File: config.mk
export PLATFORM = sky130hd
export DESIGN_NAME = uart_rx_16x
export DESIGN_NICKNAME = d
export VERILOG_FILES = /design/src/rtl/uart_pkg.sv /design/src/rtl/baud_tick_gen.sv /design/src/rtl/uart_rx_16x.sv
export SDC_FILE = /design/constraint.sdc
export NUM_CORES = 1
export LEC_CHECK = 0
export CORE_MARGIN = 4
export CORE_UTILIZATION = 56
export CTS_CLUSTER_DIAMETER = 50
export DETAILED_ROUTE_END_ITERATION = 8
export PLACE_DENSITY_LB_ADDON = 0.15
export SYNTH_ARGS = -nofsm -noshare
export SYNTH_HDL_FRONTEND = slang
export SYNTH_SLANG_ARGS = --single-unit
File: constraint.sdc
create_clock -name sysclk -period 2.2 [get_ports sysclk]
set_input_delay 0.66 -clock sysclk [delete_from_list [all_inputs] [get_ports sysclk]]
set_output_delay 0.66 -clock sysclk [all_outputs]
set_load 0.005 [all_outputs]
File: src/rtl/uart_pkg.sv
// rtl/uart_pkg.sv - shared UART constants, state encoding and bit helpers
package uart_pkg;

  // Oversampling: ticks per bit and the tick index treated as mid-bit
  localparam int OSR_TICKS  = 16;
  localparam int MID_SAMPLE = 7;

  // Data bits per 8N1 frame
  localparam int FRAME_BITS = 8;

  // sysclk cycles per oversample tick (50 MHz / (16 * 9600))
  localparam int DEFAULT_TICK_DIV = 326;

  // Receiver FSM encoding; the transmitter reuses the same width
  typedef logic [1:0] uart_state_t;
  localparam logic [1:0] ST_IDLE  = 2'd0;
  localparam logic [1:0] ST_START = 2'd1;
  localparam logic [1:0] ST_DATA  = 2'd2;
  localparam logic [1:0] ST_STOP  = 2'd3;

  // Bits arrive LSB first: each new bit enters at the MSB and the byte moves right
  function automatic logic [FRAME_BITS-1:0] shift_in_lsb_first(
    input logic [FRAME_BITS-1:0] sr,
    input logic                  bit_in
  );
    return {bit_in, sr[FRAME_BITS-1:1]};
  endfunction

endpackage

File: src/rtl/baud_tick_gen.sv
// rtl/baud_tick_gen.sv - free-running single-cycle oversample tick enable
module baud_tick_gen
  import uart_pkg::*;
#(
  parameter int TICK_DIV = DEFAULT_TICK_DIV
) (
  input  logic sysclk,
  input  logic reset,
  output logic tick
);

  localparam int CW = $clog2(TICK_DIV + 1);
  localparam logic [CW-1:0] CNT_MAX = CW'(TICK_DIV);
  localparam logic [CW-1:0] CNT_MIN = CW'(1);

  logic [CW-1:0] cnt;

  // Count 1..TICK_DIV and wrap; never restarted by frame activity
  always_ff @(posedge sysclk or posedge reset) begin
    if (reset) begin
      cnt <= CNT_MIN;
    end else if (cnt == CNT_MAX) begin
      cnt <= CNT_MIN;
    end else begin
      cnt <= cnt + CNT_MIN;
    end
  end

  assign tick = (cnt == CNT_MAX);

endmodule

File: src/rtl/uart_rx_16x.sv
// rtl/uart_rx_16x.sv - 16x oversampling 8N1 UART receiver with ready/ack handshake
module uart_rx_16x
  import uart_pkg::*;
#(
  parameter int TICK_DIV = DEFAULT_TICK_DIV,
  parameter int OSR      = OSR_TICKS
) (
  input  logic       sysclk,
  input  logic       reset,
  input  logic       rx,
  input  logic       rx_ack,
  output logic [7:0] rx_data,
  output logic       rx_ready,
  output logic       overrun,
  output logic       frame_err,
  output logic       busy
);

  localparam logic [3:0] LAST_TICK = 4'(OSR - 1);
  localparam logic [3:0] MID_TICK  = 4'(MID_SAMPLE);
  localparam logic [2:0] LAST_BIT  = 3'(FRAME_BITS - 1);

  logic        tick;
  logic        rx_meta;
  logic        rxs;
  uart_state_t state;
  logic [3:0]  tcnt;
  logic [2:0]  bcnt;
  logic [7:0]  shreg;
  logic        stop_sample;
  logic        load;
  logic        ferr_evt;

  baud_tick_gen #(
    .TICK_DIV (TICK_DIV)
  ) u_tick (
    .sysclk (sysclk),
    .reset  (reset),
    .tick   (tick)
  );

  // Two-flop synchroniser; resets to the idle-high line level
  always_ff @(posedge sysclk or posedge reset) begin
    if (reset) begin
      rx_meta <= 1'b1;
      rxs     <= 1'b1;
    end else begin
      rx_meta <= rx;
      rxs     <= rx_meta;
    end
  end

  // Frame sequencer: moves only on ticks, samples at mid-bit
  always_ff @(posedge sysclk or posedge reset) begin
    if (reset) begin
      state <= ST_IDLE;
      tcnt  <= 4'd0;
      bcnt  <= 3'd0;
      shreg <= 8'h00;
    end else if (tick) begin
      case (state)
        ST_IDLE: begin
          tcnt <= 4'd0;
          if (!rxs) begin
            state <= ST_START;
          end
        end
        ST_START: begin
          if (tcnt == MID_TICK) begin
            // A line that is high again at mid-start was only a glitch
            if (rxs) begin
              state <= ST_IDLE;
            end else begin
              state <= ST_DATA;
              tcnt  <= 4'd0;
              bcnt  <= 3'd0;
            end
          end else begin
            tcnt <= tcnt + 4'd1;
          end
        end
        ST_DATA: begin
          if (tcnt == LAST_TICK) begin
            shreg <= shift_in_lsb_first(shreg, rxs);
            bcnt  <= bcnt + 3'd1;
            tcnt  <= 4'd0;
            if (bcnt == LAST_BIT) begin
              state <= ST_STOP;
            end
          end else begin
            tcnt <= tcnt + 4'd1;
          end
        end
        default: begin
          // Leave at mid-stop so a following start edge is not missed
          if (tcnt == LAST_TICK) begin
            state <= ST_IDLE;
            tcnt  <= 4'd0;
          end else begin
            tcnt <= tcnt + 4'd1;
          end
        end
      endcase
    end
  end

  assign stop_sample = tick && (state == ST_STOP) && (tcnt == LAST_TICK);
  assign load        = stop_sample && rxs;
  assign ferr_evt    = stop_sample && !rxs;
  assign busy        = (state != ST_IDLE);

  // Output registers: a new byte beats a simultaneous ack, newest byte overwrites
  always_ff @(posedge sysclk or posedge reset) begin
    if (reset) begin
      rx_data   <= 8'h00;
      rx_ready  <= 1'b0;
      overrun   <= 1'b0;
      frame_err <= 1'b0;
    end else begin
      frame_err <= ferr_evt;
      if (load) begin
        rx_data  <= shreg;
        rx_ready <= 1'b1;
      end else if (rx_ack) begin
        rx_ready <= 1'b0;
      end
      if (load && rx_ready && !rx_ack) begin
        overrun <= 1'b1;
      end else if (rx_ack) begin
        overrun <= 1'b0;
      end
    end
  end

endmodule
==> flow_metrics.env, run 1 <==
export IMPL_vias=1183
export IMPL_fp_dieH_um=64.7
export IMPL_vias_per_cell=5.61
export IMPL_finClkSkew_ns=0.0175
export IMPL_syn_area_per_cell_um2=12.6
export IMPL_period_needed_ns=2.09
export IMPL_critPathMaxStageDelay_ns=0.45
export IMPL_cp_top_family="buffers and inverters"
export IMPL_track_usage_pct=17.5
export IMPL_drc=0
export IMPL_io_pins=16
export IMPL_holdWs_ns=0.360
export IMPL_synth_distinct_cells=38
export IMPL_critPathBufInv=2
export IMPL_syn_instance_count=143
export IMPL_swShare_pct=22.6
export IMPL_cts_num_sinks=39
export IMPL_drive_above_1_share_pct=18.6
export IMPL_finalSetupTns_ns=0
export IMPL_sequentialPowerShare_pct=65.8
export IMPL_hold_path_depth=0
export IMPL_cp_arrival_ns=1.43
export IMPL_place_gp_congestion=0.826
export IMPL_p_per_area_nw_per_um2=521
export IMPL_drt_initial_drc_count=99
export IMPL_synth_area_um2=1800
export IMPL_cp_end_kind="output port"
export IMPL_grt_max_degree=40
export IMPL_fin_cells=211
export IMPL_grt_pass1_wl_mm=5.53
export IMPL_synth_compound_area_share_pct=6.88
export IMPL_clkTransAtPathRegs_ns=0.12
export IMPL_synth_edff_count=0
export IMPL_dp_cells=202
export IMPL_wl_per_cell_um=14.6
export IMPL_min_path_type="reg -> reg"
export IMPL_num_rows=20
export IMPL_crit_type="reg -> out"
export IMPL_clockRootBuffer="clkbuf_4"
export IMPL_cts_tree="done"
export IMPL_worst_r2r_setup_slack_ns=0.17
export IMPL_fmax_ghz=0.478
export IMPL_synth_area_mux_share_pct=11.7
export IMPL_worstSkewPairLatency_ns=0.35
export IMPL_rr_worst_depth=6
export IMPL_min_from="rx_meta"
export IMPL_first_global_vias=1165
export IMPL_rsz0062_at_grt="no"
export IMPL_status="completed"
export IMPL_report_final_slew_viol_count=0
export IMPL_ys_seq_elements=39
export IMPL_synth_seq_area_share_pct=54.4
export IMPL_intPower_w=0.000850
export IMPL_r2r_start="u_tick.cnt[0]"
export IMPL_fp_dieArea_um2=4190
export IMPL_syn_nets=152
export IMPL_setup_violations=0
export IMPL_yosys_area_share_simple_pct=16.9
export IMPL_r2r_end="shreg[7]"
export IMPL_max_cap_viol_count=0
export IMPL_core_um2=3080
export IMPL_diodes=0
export IMPL_hold_buffers=0
export IMPL_finalCritPeriodShare_pct=95.2
export IMPL_clock_path_buffers=2
export IMPL_cts_htree_levels=2
export IMPL_fin_util_pct=68.4
export IMPL_wl_mm=3.09
export IMPL_worstPathRequired_ns=1.54
export IMPL_clkPwrFrac_pct=32.3
export IMPL_tightestPinTransition_ns=0.468
export IMPL_vdd_drop_max_mv=0.391
export IMPL_start_util_pct=58.5
export IMPL_port_buffers=15
export IMPL_synth_fa_ha_area_share_pct=3.47
export IMPL_power_switching_w=0.000248
export IMPL_yosysWarnings=0
export IMPL_path_cells="nor2_2 -> inv_1 -> clkdlybuf4s50_1"
export IMPL_final_hold_violation_count=0
export IMPL_synth_top_family_by_area="simple AND/OR/NAND/NOR gates"
export IMPL_crit_fanout=4
export IMPL_final_common_cell="dfrtp_1"
export IMPL_critPathSlowestCell="dfrtp_2"
export IMPL_ys_flop_type="dfrtp_1"
export IMPL_final_cell_mix="dfrtp_1, clkdlybuf4s50_1, nor2_1"
export IMPL_p_leak_nw=1.00
export IMPL_combPwrFrac_pct=1.9
export IMPL_grt_overflow=0
export IMPL_cts_made_buffers=5
export IMPL_areaGrowthSynthToFinish_pct=16.9
export IMPL_place_hpwl_mm=2.20
export IMPL_synth_xor_area_share_pct=3.89
export IMPL_maxSlewHeadroom_pct=68.8
export IMPL_worstSetupStartpointType="register"
export IMPL_ys_async_sr_fraction_pct=100
export IMPL_antenna_left=0
export IMPL_antenna_found_initial=0
export IMPL_min_to="rxs"
export IMPL_final_nets=175
export IMPL_dieWidth_um=64.7
export IMPL_dr_pass1_iters=4
[per-layer routing]
metal  track usage (%)  routed length (µm)  part of all wire [%]  up-vias
met5                 0                   0                     0        -
met3              5.89                 201                   6.5        8
met2              27.6                1500                    48       47
li1                  -                   -                     -      557
met4              6.07                  58                   1.9        0
met1              22.6                1330                    43      571
[power by group through the flow]
stage | logic, W | registers (W) | clock network (W)
4_1_cts | 0.0000224 | 0.000722 | 0.000366
2_1_floorplan | 0.0000119 | 0.000735 | 0
6_report | 0.0000212 | 0.000722 | 0.000354
3_5_place_dp | 0.0000223 | 0.000736 | 0
3_3_place_gp | 0.0000219 | 0.000736 | 0
5_1_grt | 0.0000248 | 0.000723 | 0.000406
[Yosys cell counts (2+ instances only)]
| cell | n | share of area (%) |
|---|---|---|
| xnor2_1 | 3 | 1.5 |
| dfrtp_1 | 36 | 50 |
| ha_1 | 5 | 3.5 |
| nor2_1 | 12 | 2.5 |
| buf_2 | 2 | 0.56 |
| nand2_1 | 8 | 1.7 |
| and2_1 | 2 | 0.69 |
| a31oi_1 | 2 | 0.69 |
| and3_1 | 3 | 1.0 |
| a22o_1 | 2 | 0.97 |
| nand4bb_4 | 2 | 3.1 |
| clkbuf_1 | 2 | 0.42 |
| inv_1 | 6 | 1.2 |
| nand3_1 | 7 | 1.9 |
| o21ai_1 | 5 | 1.4 |
| a21oi_1 | 2 | 0.56 |
| dfstp_2 | 3 | 4.4 |
| and4_1 | 2 | 0.97 |
| mux2_4 | 8 | 6.7 |
| xor2_1 | 5 | 2.4 |
| o31ai_1 | 2 | 0.83 |
| mux2_1 | 8 | 5.0 |
[timing repair]
action                                  4_1_cts  5_1_grt
resized for setup                             2        0
buffers inserted                              0        1
endpoints found under the setup margin        1        1
[cell type report]
type                            instances  area [µm²]
Sequential cell                        39         981
Clock buffer                            6        41.3
Timing Repair Buffer                   21         220
Clock inverter                          2        12.5
Tap cell                               44        55.1
Multi-Input combinational cell         93         773
Inverter                                6        22.5
Fill cell                             240         972
[flip-flops by register name, indices dropped and copies added (netlist names)]
signal,count
bcnt,3
frame_err,1
overrun,1
rx_data,8
rx_meta,1
rx_ready,1
rxs,1
shreg,8
state,2
tcnt,4
u_tick.cnt,9
[worst max-delay path by stage]
stage,cells past startpoint,slack (ns),startpoint,end
after CTS,3,0.03,state[1],busy
after global routing,3,0.008,state[1],busy
after floorplan,7,0.27,u_tick.cnt[0],shreg[0]
after global placement,6,0.25,u_tick.cnt[0],shreg[6]
final,3,0.11,state[1],busy
after detailed placement,6,0.19,u_tick.cnt[0],shreg[6]
[metrics by stage]
| stage | worst slack, ns | total power, W | cell area (µm²) |
|---|---|---|---|
| final | 0.106 | 0.00110 | 2110 |
| after global routing | 0.00844 | 0.00115 | 2110 |
| after CTS | 0.0319 | 0.00111 | 2100 |
| after detailed placement | 0.191 | 0.000758 | 2040 |
| after global placement | 0.247 | 0.000758 | 2040 |
| after floorplan | 0.272 | 0.000747 | 1800 |
[kinds of logic (layout without fill, tap and decap cells)]
logic type	Yosys count	in the layout
AND/OR/NAND/NOR	46	46
flip-flops	39	39
buffers and inverters	11	35
adder cells (fa/ha/maj)	5	5
AO/OA/AOI/OAI	18	18
multiplexers	16	16
XOR/XNOR	8	8
No activity file was read; power rests on OpenSTA's default activity.
==> run 2: changes to the inputs <==
- CORE_MARGIN: 4 -> 2
==> flow_metrics.env, run 2 (synthesized netlist as in run 1, its figures left out) <==
export IMPL_status="completed"
export IMPL_grt_overflow=0
export IMPL_fin_area_um2=2100
export IMPL_place_gp_congestion=0.769
export IMPL_grt_pass1_wl_mm=5.33
export IMPL_swShare_pct=23.0
export IMPL_cts_made_buffers=5
export IMPL_dr_pass1_iters=4
export IMPL_rsz0062_at_grt="no"
export IMPL_maxSlewHeadroom_pct=68.1
export IMPL_cp_arrival_ns=1.47
export IMPL_vias=1176
export IMPL_start_util_pct=59.0
export IMPL_tightestPinTransition_ns=0.478
export IMPL_fp_dieH_um=60.7
export IMPL_grt_max_degree=40
export IMPL_antenna_found_initial=0
export IMPL_drive_above_1_share_pct=19.6
export IMPL_clkTransAtPathRegs_ns=0.12
export IMPL_top_regs="u_tick.cnt: 9 flops, rx_data: 8 flops, shreg: 8 flops"
export IMPL_wl_mm=3.12
export IMPL_io_pins=16
export IMPL_drc=0
export IMPL_wl_per_cell_um=14.7
export IMPL_worstSkewPairLatency_ns=0.36
export IMPL_final_common_cell="dfrtp_1"
export IMPL_first_global_vias=1118
export IMPL_p_per_area_nw_per_um2=525
export IMPL_worstPathRequired_ns=1.54
export IMPL_clockRootBuffer="clkbuf_4"
export IMPL_final_nets=176
export IMPL_final_hold_violation_count=0
export IMPL_clkPwrFrac_pct=32.6
export IMPL_setup_violations=0
export IMPL_dieWidth_um=60.7
export IMPL_crit_type="reg -> out"
export IMPL_max_flop_register="u_tick.cnt"
export IMPL_power_switching_w=0.000254
export IMPL_num_rows=20
export IMPL_place_hpwl_mm=2.16
export IMPL_drt_initial_drc_count=122
export IMPL_cts_num_sinks=39
export IMPL_p_leak_nw=1.00
export IMPL_worstSetupStartpointType="register"
export IMPL_cp_end_kind="output port"
export IMPL_cts_tree="done"
export IMPL_intPower_w=0.000850
export IMPL_areaGrowthSynthToFinish_pct=16.7
export IMPL_port_buffers=15
export IMPL_report_final_slew_viol_count=0
export IMPL_core_um2=3050
export IMPL_fmax_ghz=0.470
export IMPL_hold_path_depth=0
export IMPL_finalSetupTns_ns=0
export IMPL_place_area_um2=2030
export IMPL_place_ws_ns=0.197
export IMPL_antenna_left=0
export IMPL_min_path_type="reg -> reg"
export IMPL_final_cell_mix="dfrtp_1, clkdlybuf4s50_1, nor2_1"
export IMPL_vdd_drop_max_mv=0.304
export IMPL_cts_htree_levels=2
export IMPL_rr_worst_depth=6
export IMPL_holdWs_ns=0.367
export IMPL_crit_fanout=3
export IMPL_largest_reg_flops=9
export IMPL_fillerInstances=254
export IMPL_vias_per_cell=5.55
export IMPL_period_needed_ns=2.13
export IMPL_diodes=0
export IMPL_fp_dieArea_um2=3690
export IMPL_finalCritPeriodShare_pct=96.7
export IMPL_hold_buffers=0
export IMPL_finClkSkew_ns=0.0168
export IMPL_sequentialPowerShare_pct=65.4
export IMPL_setup_ws_ns=0.0725
export IMPL_combPwrFrac_pct=2.0
export IMPL_clock_path_buffers=2
export IMPL_max_cap_viol_count=0
export IMPL_track_usage_pct=20.4
==> run 2: worst paths after layout <==
kind | from | end | slack [ns]
setup / recovery | state[0] | busy | 0.07
hold / removal | rx_meta | rxs | 0.37
setup reg to reg | u_tick.cnt[0] | shreg[7] | 0.21
hold reg to reg | rx_meta | rxs | 0.37
max in group asynchronous | reset | u_tick.cnt[0] | 1.13
min in group asynchronous | reset | rx_data[2] | 0.70
==> run 2: per-stage QoR <==
stage | instances | power (W) | util (%)
floorplan | 143 | 0.000747 | -
global route | 212 | 0.00115 | 68.9
finish | 212 | 0.00110 | 68.9
global placement | 202 | 0.000758 | 66.4
CTS | 211 | 0.00111 | 68.6
detailed placement | 202 | 0.000759 | 66.4
==> run 2: metal layers <==
layer  vias up  wire length, µm  share of wire [%]  global-route usage, %
met3         5              126                4.0                   5.76
met4         0               67                2.1                   9.32
met5         -                0                  0                      0
met2        22             1470                 47                   30.0
met1       596             1460                 47                   28.2
li1        553                -                  -                      -
==> run 2: power groups by stage <==
| stage | sequential (W) | clock, W | combinational, W |
|---|---|---|---|
| after detailed placement | 0.000736 | 0 | 0.0000228 |
| final | 0.000722 | 0.000360 | 0.0000217 |
| after global routing | 0.000723 | 0.000398 | 0.0000258 |
| after CTS | 0.000722 | 0.000365 | 0.0000228 |
| after global placement | 0.000736 | 0 | 0.0000220 |
| after floorplan | 0.000735 | 0 | 0.0000119 |
==> run 2: cell type report <==
class | count | area, µm² | area share [%]
flip-flops and latches | 39 | 982 | 46.7
clock buffers | 6 | 41.3 | 1.96
repair buffers | 22 | 215 | 10.2
inverters | 6 | 22.5 | 1.07
multi-input cells | 93 | 773 | 36.8
clock inverters | 2 | 12.5 | 0.595
well taps | 44 | 55.1 | 2.62
==> run 2: critical path: stages (launching register included) <==
cell and delay [ns]:
dfrtp_2 0.43, nor2_2 0.16, inv_1 0.08, clkdlybuf4s50_1 0.45
==> run 2: repair_timing <==
action / in CTS / in global routing
gates cloned: 0 / 0
gates resized for setup: 3 / 0
endpoints found under the setup margin: 1 / 1
setup buffers: 1 / 1
==> run 3: changes to the inputs <==
- SETUP_SLACK_MARGIN: unset -> 0.4
==> flow_metrics.env, run 3 (synthesized netlist as in run 1, its figures left out) <==
export IMPL_finalSetupTns_ns=0
export IMPL_antenna_found_initial=0
export IMPL_p_leak_nw=1.10
export IMPL_sequentialPowerShare_pct=66.0
export IMPL_tightestPinTransition_ns=0.468
export IMPL_rsz0062_at_grt="yes"
export IMPL_swShare_pct=22.3
export IMPL_dieWidth_um=60.7
export IMPL_max_cap_viol_count=0
export IMPL_report_final_slew_viol_count=0
export IMPL_combPwrFrac_pct=1.9
export IMPL_worstPathRequired_ns=2.43
export IMPL_place_area_um2=2010
export IMPL_vias_per_cell=5.47
export IMPL_first_global_vias=1229
export IMPL_clkTransAtPathRegs_ns=0.12
export IMPL_worstSkewPairLatency_ns=0.34
export IMPL_worstSetupStartpointType="register"
export IMPL_holdWs_ns=0.361
export IMPL_cts_num_sinks=39
export IMPL_finalCritPeriodShare_pct=83.2
export IMPL_core_um2=3050
export IMPL_largest_reg_flops=9
export IMPL_fillerInstances=233
export IMPL_start_util_pct=59.0
export IMPL_hold_buffers=0
export IMPL_setup_violations=0
export IMPL_fp_dieH_um=60.7
export IMPL_dr_pass1_iters=4
export IMPL_track_usage_pct=21.0
export IMPL_antenna_left=0
export IMPL_cts_made_buffers=5
export IMPL_fin_area_um2=2210
export IMPL_top_regs="u_tick.cnt: 9 flops, rx_data: 8 flops, shreg: 8 flops"
export IMPL_clkPwrFrac_pct=32.1
export IMPL_period_needed_ns=1.83
export IMPL_crit_type="reg -> reg"
export IMPL_cts_tree="done"
export IMPL_final_nets=187
export IMPL_grt_overflow=0
export IMPL_vdd_drop_max_mv=0.337
export IMPL_min_path_type="reg -> reg"
export IMPL_final_common_cell="dfrtp_1"
export IMPL_port_buffers=15
export IMPL_clock_path_buffers=2
export IMPL_cp_arrival_ns=2.06
export IMPL_cts_htree_levels=2
export IMPL_wl_mm=3.33
export IMPL_crit_fanout=3
export IMPL_drc=0
export IMPL_status="completed"
export IMPL_place_hpwl_mm=2.20
export IMPL_power_switching_w=0.000244
export IMPL_cp_end_kind="register"
export IMPL_place_gp_congestion=0.786
export IMPL_intPower_w=0.000852
export IMPL_finClkSkew_ns=0.0112
export IMPL_drt_initial_drc_count=85
export IMPL_final_hold_violation_count=0
export IMPL_final_cell_mix="dfrtp_1, buf_4, nor2_1, dlygate4sd2_1"
export IMPL_drive_above_1_share_pct=30.7
export IMPL_fp_dieArea_um2=3690
export IMPL_grt_pass1_wl_mm=5.54
export IMPL_num_rows=20
export IMPL_grt_max_degree=40
export IMPL_wl_per_cell_um=14.9
export IMPL_power_total_w=0.00110
export IMPL_max_flop_register="u_tick.cnt"
export IMPL_maxSlewHeadroom_pct=68.8
export IMPL_fmax_ghz=0.546
export IMPL_p_per_area_nw_per_um2=496
export IMPL_vias=1220
export IMPL_io_pins=16
export IMPL_areaGrowthSynthToFinish_pct=22.4
export IMPL_diodes=0
export IMPL_clockRootBuffer="clkbuf_4"
-- run 3: cell count changes in the layout (fill, tap and decap cells not counted), moves of 2 or more --
cell	delta
buf_4	+10
ha_1	-2
inv_2	+2
inv_1	-2
dlygate4sd2_1	+11
buf_6	+2
dfrtp_1	-2
clkdlybuf4s50_1	-12
ha_4	+2
dfrtp_2	+2
-- run 3: final timing paths --
check | start | to | slack (ns) | depth (start not counted)
min in group asynchronous | reset | rx_data[6] | 0.71 | 3
worst min-delay path | rx_meta | rxs | 0.36 | 0
max in group asynchronous | reset | u_tick.cnt[0] | 1.13 | 3
worst min register to register | rx_meta | rxs | 0.36 | 0
worst max register to register | state[1] | bcnt[2] | 0.37 | 4
worst max-delay path | state[1] | bcnt[2] | 0.37 | 4
-- run 3: final cells by class --
class	instances	area, µm²	area share [%]
Sequential cell	39	985	44.6
Inverter	6	22.5	1.02
Tap cell	44	55.1	2.50
Multi-Input combinational cell	93	820	37.2
Timing Repair Buffer	33	274	12.4
Clock buffer	7	45.0	2.04
Clock inverter	1	5.00	0.227
-- run 3: power groups by stage --
| stage | Sequential (W) | Combinational [W] | Clock, W |
|---|---|---|---|
| finish | 0.000722 | 0.0000212 | 0.000352 |
| floorplan | 0.000735 | 0.0000119 | 0 |
| detailed placement | 0.000736 | 0.0000224 | 0 |
| global placement | 0.000736 | 0.0000220 | 0 |
| CTS | 0.000722 | 0.0000223 | 0.000368 |
| global route | 0.000723 | 0.0000248 | 0.000390 |
-- run 3: through the flow --
step                util, %  setup WS (ns)  std cells
global placement       65.9          0.273        200
detailed placement     65.9          0.202        200
finish                 72.3          0.369        223
global route           72.3          0.336        223
CTS                    70.9          0.293        220
floorplan                 -          0.374        143
-- run 3: metal layers --
metal / vias to the layer above / global-route usage [%] / wire length, µm
met3: 8 / 6.40 / 167
met4: 0 / 9.63 / 60
met5: - / 0 / 0
met1: 598 / 27.8 / 1490
li1: 573 / - / -
met2: 41 / 32.1 / 1620
-- run 3: timing repair --
action	CTS	global route
buffers inserted	12	3
pin swaps	6	2
setup endpoints to repair	30	21
gates resized for setup	22	10
gates cloned	0	0
-- run 3: critical path, cell delays in order, from the launching register on --
cell and delay, ns:
dfrtp_2 0.45, buf_6 0.13, or4b_1 0.50, a2111o_1 0.42
a22o_1 0.23
